<file path="src/rtl/fls_pkg.sv">
// Shared definitions for the FLS lab: phase encoding used by every
// block that produces or decodes the operand-entry / generation phase.
package fls_pkg;

  // Phase codes; display logic decodes these identically everywhere.
  typedef enum logic [1:0] {
    PH_LOAD0 = 2'd0,
    PH_LOAD1 = 2'd1,
    PH_RUN   = 2'd2,
    PH_BAD   = 2'd3
  } phase_e;

endpackage

</file>
<file path="src/rtl/fls_btn_pulse.sv">
// Button front end: synchronizes an asynchronous button level into the
// clock domain and turns each rising edge into a single-cycle pulse.
module fls_btn_pulse #(
  parameter int SYNC_STAGES = 2
) (
  input  logic clk,
  input  logic rst,
  input  logic en_i,
  output logic press_o
);

  logic [SYNC_STAGES-1:0] sync_q;
  logic                   en_q;

  // Synchronizer chain plus one edge-history flop behind its last stage.
  always_ff @(posedge clk or negedge rst) begin
    if (!rst) begin
      sync_q <= '0;
      en_q   <= 1'b0;
    end else begin
      sync_q <= {sync_q[SYNC_STAGES-2:0], en_i};
      en_q   <= sync_q[SYNC_STAGES-1];
    end
  end

  assign press_o = sync_q[SYNC_STAGES-1] & ~en_q;

endmodule

</file>
<file path="src/rtl/fls_term_tx.sv">
// FLS transmit side: loads two seed operands from the switches, then
// generates f(n)=f(n-1)+f(n-2) on each press, and offers every accepted
// operand or term through a one-entry valid/ready output slot.
module fls_term_tx
  import fls_pkg::*;
#(
  parameter int WIDTH       = 7,
  parameter int SYNC_STAGES = 2
) (
  input  logic             clk,
  input  logic             rst,
  input  logic             en,
  input  logic [WIDTH-1:0] d,
  output logic [WIDTH-1:0] out_data,
  output logic             out_valid,
  input  logic             out_ready,
  output logic [1:0]       phase,
  output logic             ovf,
  output logic             drop
);

  logic             press;
  logic             blocked;
  logic [WIDTH:0]   sum;

  phase_e           phase_q, phase_d;
  logic [WIDTH-1:0] a_q, a_d;
  logic [WIDTH-1:0] b_q, b_d;
  logic [WIDTH-1:0] data_q, data_d;
  logic             valid_q, valid_d;
  logic             ovf_q, ovf_d;
  logic             drop_q, drop_d;

  fls_btn_pulse #(
    .SYNC_STAGES(SYNC_STAGES)
  ) u_btn (
    .clk    (clk),
    .rst    (rst),
    .en_i   (en),
    .press_o(press)
  );

  // A same-cycle handshake empties the slot, so only valid-without-ready blocks.
  assign blocked = valid_q && !out_ready;
  assign sum     = {1'b0, a_q} + {1'b0, b_q};

  // Next-state for the phase FSM, operand registers and output slot.
  always_comb begin
    phase_d = phase_q;
    a_d     = a_q;
    b_d     = b_q;
    data_d  = data_q;
    valid_d = valid_q;
    ovf_d   = ovf_q;
    drop_d  = drop_q;

    if (valid_q && out_ready) begin
      valid_d = 1'b0;
    end

    if (phase_q == PH_BAD) begin
      phase_d = PH_LOAD0;
    end else if (press && blocked) begin
      drop_d = 1'b1;
    end else if (press) begin
      valid_d = 1'b1;
      case (phase_q)
        PH_LOAD0: begin
          a_d     = d;
          data_d  = d;
          phase_d = PH_LOAD1;
        end
        PH_LOAD1: begin
          b_d     = d;
          data_d  = d;
          phase_d = PH_RUN;
        end
        default: begin
          a_d    = b_q;
          b_d    = sum[WIDTH-1:0];
          data_d = sum[WIDTH-1:0];
          ovf_d  = ovf_q | sum[WIDTH];
        end
      endcase
    end
  end

  // State register; reset acts immediately, independent of the clock.
  always_ff @(posedge clk or negedge rst) begin
    if (!rst) begin
      phase_q <= PH_LOAD0;
      a_q     <= '0;
      b_q     <= '0;
      data_q  <= '0;
      valid_q <= 1'b0;
      ovf_q   <= 1'b0;
      drop_q  <= 1'b0;
    end else begin
      phase_q <= phase_d;
      a_q     <= a_d;
      b_q     <= b_d;
      data_q  <= data_d;
      valid_q <= valid_d;
      ovf_q   <= ovf_d;
      drop_q  <= drop_d;
    end
  end

  assign out_data  = data_q;
  assign out_valid = valid_q;
  assign phase     = phase_q;
  assign ovf       = ovf_q;
  assign drop      = drop_q;

endmodule
</file>
<file path="config.mk">
export PLATFORM = sky130hd
export DESIGN_NAME = fls_term_tx
export DESIGN_NICKNAME = d
export VERILOG_FILES = /design/src/rtl/fls_pkg.sv /design/src/rtl/fls_btn_pulse.sv /design/src/rtl/fls_term_tx.sv
export SDC_FILE = /design/constraint.sdc
export NUM_CORES = 1
export LEC_CHECK = 0
export CAP_MARGIN = 30
export CORE_AREA = 2 2 56 58
export DETAILED_ROUTE_END_ITERATION = 12
export DIE_AREA = 0 0 58 60
export GPL_ROUTABILITY_DRIVEN = 0
export PLACE_DENSITY = 0.87
export SLEW_MARGIN = 25
export SYNTH_ARGS = -nofsm -noshare
export SYNTH_HDL_FRONTEND = slang
export SYNTH_HIERARCHICAL = 1
export SYNTH_SLANG_ARGS = --single-unit
export TNS_END_PERCENT = 10
</file>
<file path="constraint.sdc">
create_clock -name clk -period 3.3 [get_ports clk]
set_input_delay 0.33 -clock clk [delete_from_list [all_inputs] [get_ports clk]]
set_output_delay 0.33 -clock clk [all_outputs]
set_load 0.005 [all_outputs]
</file>
After elaboration in Yosys (flattened, before gate mapping). Index checks and enable logic that the tools add are counted.

Register bits: 29. Input port bits: 11. Output and inout bits: 12. Logic and storage cells: 46.

Reduce and logical (&&, ||, !) cells: 14. Multiplexer cells: 11. Bitwise logic cells: 8. Equality and inequality tests: 3. Add/subtract/negate cells: 1.

Operators by type and width (number): case mux 7 bit (2 select lines) (2); AND reduction 4 bit (3); adder 7 x 7 -> 8 bit (1); 2-to-1 mux 7 bit (1); 2-to-1 mux 2 bit (3); NOT 1 bit (6); AND reduction 3 bit (2); 2-to-1 mux 1 bit (4); case mux 2 bit (2 select lines) (1); logical AND 1 bit (3); nonzero test 3 bit (1); equality test 2 x 1 -> 1 bit, second input constant (1); equality test 2 bit, second input constant (1); logical NOT 2 bit (1); inequality test 2 bit, second input constant (1); AND reduction 2 bit (1); nonzero test 2 bit (1); OR reduction 2 bit (1); AND 1 bit (1); logical NOT 1 bit (1); bitwise OR 1 bit (1).

Logic depth before layout (Yosys ltp). Gate-level depths: netlist of the first run.

Depth after elaboration: 5. Mapped depth: 6. Depth with buffers taken out: 6.

By module. The synthesis of the first run kept the hierarchy.

By module, submodules not included: fls_term_tx (seq. area each 650.6 sq um, area an instance 1519.0 sq um, times used 1, cells each 155); fls_btn_pulse (seq. area each 75.1 sq um, area an instance 88.8 sq um, times used 1, cells each 4).

Least setup slack after synthesis of the first run. No wires, ideal clock.

Path type: register to register. From: reg a_q[0]. To: reg b_q[6]. Slack: 1.237 ns. Setup time: 0.127 ns. Arrival time: 1.937 ns. Stages on the path, launching flop included: 7. Buffers on the path: 0. Cells stage by stage: dfrtp_1 -> ha_1 -> fa_1 -> a211o_1 -> and4_2 -> nor4_1 -> o31ai_2.

Longest elaborated chain between the ends: 2.

RTL lines: start, declared (RTL line fls_term_tx.sv:27) `logic [WIDTH-1:0] a_q, a_d;`; start signal, assigned (RTL line fls_term_tx.sv:92) `a_q <= '0;`; start signal, assigned (RTL line fls_term_tx.sv:100) `a_q <= a_d;`; adder 7 x 7 -> 8 bit (RTL line fls_term_tx.sv:45) `assign sum = {1'b0, a_q} + {1'b0, b_q};`; case mux 7 bit (2 select lines) (RTL line fls_term_tx.sv:67) `case (phase_q)`; end signal, assigned (RTL line fls_term_tx.sv:93) `b_q <= '0;`; end signal, assigned (RTL line fls_term_tx.sv:101) `b_q <= b_d;`; end, declared (RTL line fls_term_tx.sv:28) `logic [WIDTH-1:0] b_q, b_d;`.

Every way passes these cells. A chain may end at the register's enable or synchronous reset.

Worst setup path in the final report of the first run.
From: reg b_q[0]. To: reg b_q[6].

Longest elaborated chain between the ends: 2.

RTL lines (RTL line): adder 7 x 7 -> 8 bit (fls_term_tx.sv:45); case mux 7 bit (2 select lines) (fls_term_tx.sv:67).

Every way passes these cells.

==> results of run 1 <==
[Yosys cell counts (all sizes together) (2+ instances only)]
cell type  instances  area share [%]
a211o              2             1.1
a211oi             2            0.93
a21boi             2             1.2
a21o               3             1.5
a21oi              5             1.6
a31oi              3             1.2
and2               2            0.78
buf                6             1.9
dfrtp             29              45
ha                 7             5.4
inv                2            0.47
mux2i             14             8.7
nand2             26             6.1
nand3              3            0.93
nor2               6             1.6
nor2b              4             2.0
o21a               2             1.0
o21ai             19             5.9
o31ai              3             1.7
or3                2            0.78
[power groups by stage]
stage	combinational (mW)	sequential, mW	clock [mW]
global route	0.453	0.464	0.235
finish	0.410	0.456	0.216
CTS	0.408	0.455	0.223
detailed placement	0.405	0.462	0
floorplan	0.277	0.455	0
global placement	0.392	0.458	0
[worst reg2reg max path: cells and delay by family, from the launching register on]
| family | cells | cell delay [ns] |
|---|---|---|
| flip-flops | 1 | 0.41 |
| AO/OA/AOI/OAI | 2 | 0.46 |
| adder cells (fa/ha/maj) | 2 | 0.66 |
| AND/OR/NAND/NOR | 2 | 0.54 |
[per-stage QoR]
stage                     cells  area (um2)  power (mW)  hold slack (ns)  worst slack [ns]
after detailed placement    208        1840       0.866            0.354              1.10
final                       216        1910        1.08            0.365              1.10
after global placement      208        1840       0.850            0.345              1.15
after CTS                   215        1900        1.09            0.383              1.08
after global routing        216        1910        1.15            0.394              1.00
after floorplan             159        1610       0.731           0.0344              1.24
[cell type report]
class	count	area, um2
clock buffer	7	55.1
timing repair buffer	24	235
fill	227	997
multi-input combinational	121	841
inverter	2	7.51
tap	33	41.3
sequential	29	726
[state kept, by name, indices dropped and copies added, names as in the netlist]
register / cells
a_q: 7
b_q: 7
drop: 1
out_data: 7
out_valid: 1
ovf: 1
phase: 2
u_btn/en_q: 1
u_btn/sync_q: 2
[worst max-delay path by stage]
stage | startpoint | to | cells past startpoint
after CTS | b_q[0]$_DFFE_PN0P_ | b_q[6]$_DFFE_PN0P_ | 6
after detailed placement | a_q[0]$_DFFE_PN0P_ | b_q[6]$_DFFE_PN0P_ | 6
after global placement | a_q[0]$_DFFE_PN0P_ | b_q[6]$_DFFE_PN0P_ | 6
after global routing | b_q[0]$_DFFE_PN0P_ | out_data[6]$_DFFE_PN0P_ | 6
after floorplan | a_q[0]$_DFFE_PN0P_ | b_q[6]$_DFFE_PN0P_ | 6
final | b_q[0]$_DFFE_PN0P_ | b_q[6]$_DFFE_PN0P_ | 6
[cells by family (layout without fill, tap and decap cells)]
logic type / Yosys count / after routing / synth area share [%]
flops: 29 / 29 / 45.1
mux: 14 / 14 / 8.72
simple gates: 49 / 49 / 14.8
compound gates: 49 / 49 / 21.6
buf+inv: 9 / 33 / 2.57
xor+xnor: 1 / 1 / 0.545
fa+ha+maj: 8 / 8 / 6.69
[per-layer routing]
layer / global-route usage, % / vias up
li1: - / 623
met1: 27.3 / 649
met2: 42.9 / 41
met3: 5.19 / 8
met4: 8.97 / 0
met5: 0 / -
==> out/results.md, run 1 <==
Power and ir drop
* **portion of total power attributed to combinational logic** 37.9%
* **internal power** 0.730 mW
* **sequential share of power** 42.2%
* **Pleak** 0.841 nW
* **clock group share of total power** 19.9%
* **Switch Pwr** 0.352 mW
* **VDD IR max** 0.000525 V
* **Sw Ratio** 32.5%
* **Pwr per Cell Area** 568 nW/um2

Floorplan
* **Die Ht** 60 um
* **die span in x** 58 um
* **number of top-level pins** 23
* **total die area** 3480 um2
* **number of placement rows** 20
* **Core Footprint** 2900 um2
* **effective utilization at floorplan** 55.4%

STA
* **transition time at the pin with the least slew margin** 0.856 ns
* **Final Cycle Share** 66.7%
* **Clock Skew** 0.00686 ns
* **number of hold violations in the final report** 0
* **fin. max-slew vios** 0
* **Final setup viols** 0
* **total negative slack for setup checks** 0 ns
* **Fmax achieved** 455 MHz
* **unrepaired setup endpoints after global routing** no
* **worst slew margin relative to its limit** 42.8%
* **post-layout min period** 2.20 ns

Synth
* **number of nets in the synthesized netlist** 178
* **Syn Std Cell Area** 1610 um2
* **post-synthesis cell count** 159
* **synthesized area per cell** 10.1 um2
* **Syn. warnings** 6
* **most common flop cell mapped by yosys** sky130_fd_sc_hd__dfrtp_1
* **Seq cells post-synth** 29
* **Post-synth EDFFs** 0
* **asr flop ratio synth** 100%
* **number of different library cells in the post-synthesis netlist** 44
* **Seq/Total Area, Yosys** 45.1%

Worst setup path
* **largest driver fanout on the critical path** 3
* **Max stage delay cell, worst path** sky130_fd_sc_hd__fa_1
* **endpoint of the worst-slack reg-to-reg timing path** b_q[6]$_DFFE_PN0P_
* **buffer and inverter count on the worst path** 0
* **CP Data Arrival Time** 2.40 ns
* **worst setup path class** flop to flop
* **CP Capture Type** flop
* **required time at the worst-slack endpoint** 3.50 ns
* **crit path launch type** flop
* **cell chain of the critical path** ha_1, fa_1, a211o_1, and4_2, nor4_1, o31ai_2
* **Reg2Reg Depth** 6
* **Max stage delay on crit path** 0.43 ns
* **slack of the worst reg-to-reg path** 1.10 ns
* **gate family responsible for the most delay along the worst path** adder cells
* **RR Startpoint** b_q[0]$_DFFE_PN0P_

Routing
* **first-iteration detailed-routing DRC count** 26
* **Initial DRT Pass Iterations** 4
* **wire length on met2** 1780 um
* **routed metal-1 wirelength** 1490 um
* **topmost layer with routed signal wires** met4
* **routed len/inst** 16.5 um
* **Via-to-Cell Ratio** 6.12
* **via count** 1321
* **WL final** 3560 um
* **DRC violations left** 0
* **wire length on met3** 239 um
* **post-detailed-route count of antenna-violating nets** 0

GRT
* **first-pass GRT wire length** 6000 um
* **GRT overflow** 0
* **vias in the first global route** 1296
* **global router's overall resource usage** 23.6%
* **number of antenna violations at the first check in global routing** 0
* **largest net degree at the start of global routing** 30

Clock network
* **CTS Buf Count** 5
* **worst skew pair latency** 0.33 ns
* **TritonCTS clock tree** built
* **CTS sink count** 29
* **Root Buffer** sky130_fd_sc_hd__clkbuf_4
* **post-cts hold buffer count** 0
* **number of levels in the clock H-tree** 2
* **post-cts resize count** 0
* **setup repair bufs after CTS** 0
* **clock edge transition at the registers on the reported setup and hold paths** 0.09 ns
* **maximum clock insertion buffer count** 2

Cells and area
* **utilization of the core after routing** 65.6%
* **most frequent cells in the layout** 29 x sky130_fd_sc_hd__dfrtp_1, 26 x sky130_fd_sc_hd__nand2_1, 22 x sky130_fd_sc_hd__clkdlybuf4s50_1
* **commonest non-fill, non-tap cell in the layout** sky130_fd_sc_hd__dfrtp_1
* **proportion of layout cells with a drive suffix above 1** 9.29%
* **antenna cells** 0
* **net count reported at finish** 202
* **Synth-to-Final Area Change** 18.5%

Min path
* **path category of the worst min-delay check** primary input to asynchronous set/reset pin

Placed design
* **dpl hpwl** 2540 um
* **total of buffers placed on input and output ports** 22

Status
* **run status** finished, final reports clean

Job
* **number of maximum-capacitance violations** 0

Note: power is estimated with default switching activity, not from simulation.
==> run 2, diff against run 1 <==
Settings changed: CORE_AREA 2 2 56 58 to 2 2 59 61, DIE_AREA 0 0 58 60 to 0 0 61 63, PLACE_DENSITY 0.87 to 0.8.
Clock period 3.3 ns to 2.3 ns, I/O delays scaled along.
==> run 2 against run 1 <==
Against the previous run: clock power increased by 65%; count of clock-buffer cells in the layout did not move; first-iteration DRC count increased by 130%; total power rose by 49%; largest power group unchanged; combinational power rose by 47%; design area increased by 2.4%; register-to-register slack got worse by 1.0 ns.
==> out/results.md, run 2 (same netlist as run 1, synthesis figures left out) <==
Worst setup path
* **Max stage delay on crit path** 0.43 ns, about the same
* **required time at the worst-slack endpoint** 2.50 ns, was 3.50 ns
* **RR Startpoint** a_q[0]$_DFFE_PN0P_, was b_q[0]$_DFFE_PN0P_
* **CP Data Arrival Time** 2.39 ns, was 2.40 ns
* **Max stage delay cell, worst path** sky130_fd_sc_hd__fa_1, unchanged
* **worst setup path class** flop to flop, unchanged
* **cell chain of the critical path** ha_1, fa_1, a211o_1, and4_2, nor4_1, o31ai_2, unchanged
* **largest driver fanout on the critical path** 3, unchanged
* **worst setup path startpoint** a_q[0]$_DFFE_PN0P_, was b_q[0]$_DFFE_PN0P_
* **CP Capture Type** flop, unchanged
* **crit path launch type** flop, unchanged

Clock network
* **TritonCTS clock tree** built, unchanged
* **clock edge transition at the registers on the reported setup and hold paths** 0.09 ns, about the same
* **CTS sink count** 29, unchanged
* **number of levels in the clock H-tree** 2, unchanged
* **Root Buffer** sky130_fd_sc_hd__clkbuf_4, unchanged
* **CTS Buf Count** 5, unchanged
* **post-cts resize count** 0, unchanged
* **maximum clock insertion buffer count** 2, unchanged
* **worst skew pair latency** 0.33 ns, about the same

Power and ir drop
* **total power of the final layout** 1.61 mW, was 1.08 mW
* **VDD IR max** 0.000501 V, was 0.000525 V
* **Pleak** 0.861 nW, was 0.841 nW
* **Pwr per Cell Area** 824 nW/um2, was 568 nW/um2

GRT
* **vias in the first global route** 1250, was 1296
* **GRT overflow** 0, unchanged
* **number of antenna violations at the first check in global routing** 0, unchanged
* **first-pass GRT wire length** 5780 um, was 6000 um
* **global router's overall resource usage** 20.5%, was 23.6%
* **largest net degree at the start of global routing** 30, unchanged

Cells and area
* **Synth-to-Final Area Change** 21.4%, was 18.5%
* **utilization of the core after routing** 60.4%, was 65.6%
* **antenna cells** 0, unchanged
* **net count reported at finish** 204, was 202
* **commonest non-fill, non-tap cell in the layout** sky130_fd_sc_hd__dfrtp_1, unchanged
* **proportion of layout cells with a drive suffix above 1** 11.3%, was 9.29%
* **most frequent cells in the layout** 29 x sky130_fd_sc_hd__dfrtp_1, 26 x sky130_fd_sc_hd__nand2_1, 22 x sky130_fd_sc_hd__clkdlybuf4s50_1, unchanged

Floorplan
* **number of top-level pins** 23, unchanged
* **number of placement rows** 21, was 20
* **effective utilization at floorplan** 49.7%, was 55.4%
* **Core Footprint** 3230 um2, was 2900 um2
* **total die area** 3840 um2, was 3480 um2
* **Die Ht** 63 um, was 60 um
* **die span in x** 61 um, was 58 um

Routing
* **first-iteration detailed-routing DRC count** 59, was 26
* **WL final** 3470 um, was 3560 um
* **Initial DRT Pass Iterations** 4, unchanged
* **post-detailed-route count of antenna-violating nets** 0, unchanged
* **via count** 1273, was 1321
* **routed len/inst** 15.0 um, was 16.5 um
* **DRC violations left** 0, unchanged
* **Via-to-Cell Ratio** 5.49, was 6.12

Status
* **run status** finished, final reports clean, unchanged

STA
* **number of hold violations in the final report** 0, unchanged
* **transition time at the pin with the least slew margin** 0.660 ns, was 0.856 ns
* **unrepaired setup endpoints after global routing** no, unchanged
* **worst slew margin relative to its limit** 55.8%, was 42.8%
* **Final setup viols** 0, unchanged
* **fin. max-slew vios** 0, unchanged
* **Clock Skew** 0.00820 ns, was 0.00686 ns
* **Fmax achieved** 456 MHz, was 455 MHz
* **post-layout min period** 2.20 ns, about the same
* **Final Cycle Share** 95.4%, was 66.7%
* **total negative slack for setup checks** 0 ns, unchanged

Min path
* **path category of the worst min-delay check** primary input to asynchronous set/reset pin, unchanged

Job
* **number of maximum-capacitance violations** 0, unchanged

Placed design
* **total of buffers placed on input and output ports** 22, unchanged
* **dpl hpwl** 2510 um, was 2540 um

[run 2: final timing paths]
check                                                 end  slack [ns]  depth (start not counted)
worst min register to register  u_btn/sync_q[1]$_DFF_PN0_        0.37                          0
worst max register to register         b_q[6]$_DFFE_PN0P_        0.10                          6
worst min-delay path                 u_btn/en_q$_DFF_PN0_        0.28                          2
max in group asynchronous              a_q[2]$_DFFE_PN0P_        1.74                          2
worst max-delay path                   b_q[6]$_DFFE_PN0P_        0.10                          6
min in group clk                u_btn/sync_q[0]$_DFF_PN0_        0.34                          1
[run 2: repair_timing]
item / in CTS / in global routing
setup buffers: 0 / 0
hold buffers: 0 / 0
endpoints found under the setup margin: 0 / 1
[run 2: power breakdown]
group | switching (mW) | internal, mW
sequential | 0.0543 | 0.596
clock | 0.180 | 0.177
combinational | 0.291 | 0.311
[run 2: worst max-delay path, delay by kind of cell (launching register included)]
kind	cells	cell delay, ns
AO/OA/AOI/OAI	2	0.43
adder cells (fa/ha/maj)	2	0.68
flip-flops	1	0.40
AND/OR/NAND/NOR	2	0.56
[run 2: layout make-up]
cell class / count / area, um2
multi-input combinational: 121 / 841
sequential: 29 / 726
timing repair buffer: 26 / 250
clock inverter: 1 / 5.00
clock buffer: 7 / 65.1
tap: 46 / 57.6
inverter: 2 / 7.51
fill: 279 / 1280
[run 2: metal layers]
layer  vias up  GRT usage (%)  share of wire, %  wire length [um]
li1        634              -                 -                 -
met1       606           28.5                46              1610
met2        26           30.4                48              1680
met3         7           4.55               3.5               120
met4         0           8.42               2.0                68
met5         -              0                 0                 0
[run 2: stage by stage]
stage / worst slack (ns) / instance area [um2] / std cells / hold slack [ns]
2_1_floorplan: 0.237 / 1610 / 159 / -0.0656
3_3_place_gp: 0.157 / 1880 / 224 / 0.335
3_5_place_dp: 0.0568 / 1880 / 224 / 0.354
4_1_cts: 0.0505 / 1950 / 232 / 0.291
5_1_grt: 0.0316 / 1950 / 232 / 0.316
6_report: 0.105 / 1950 / 232 / 0.281
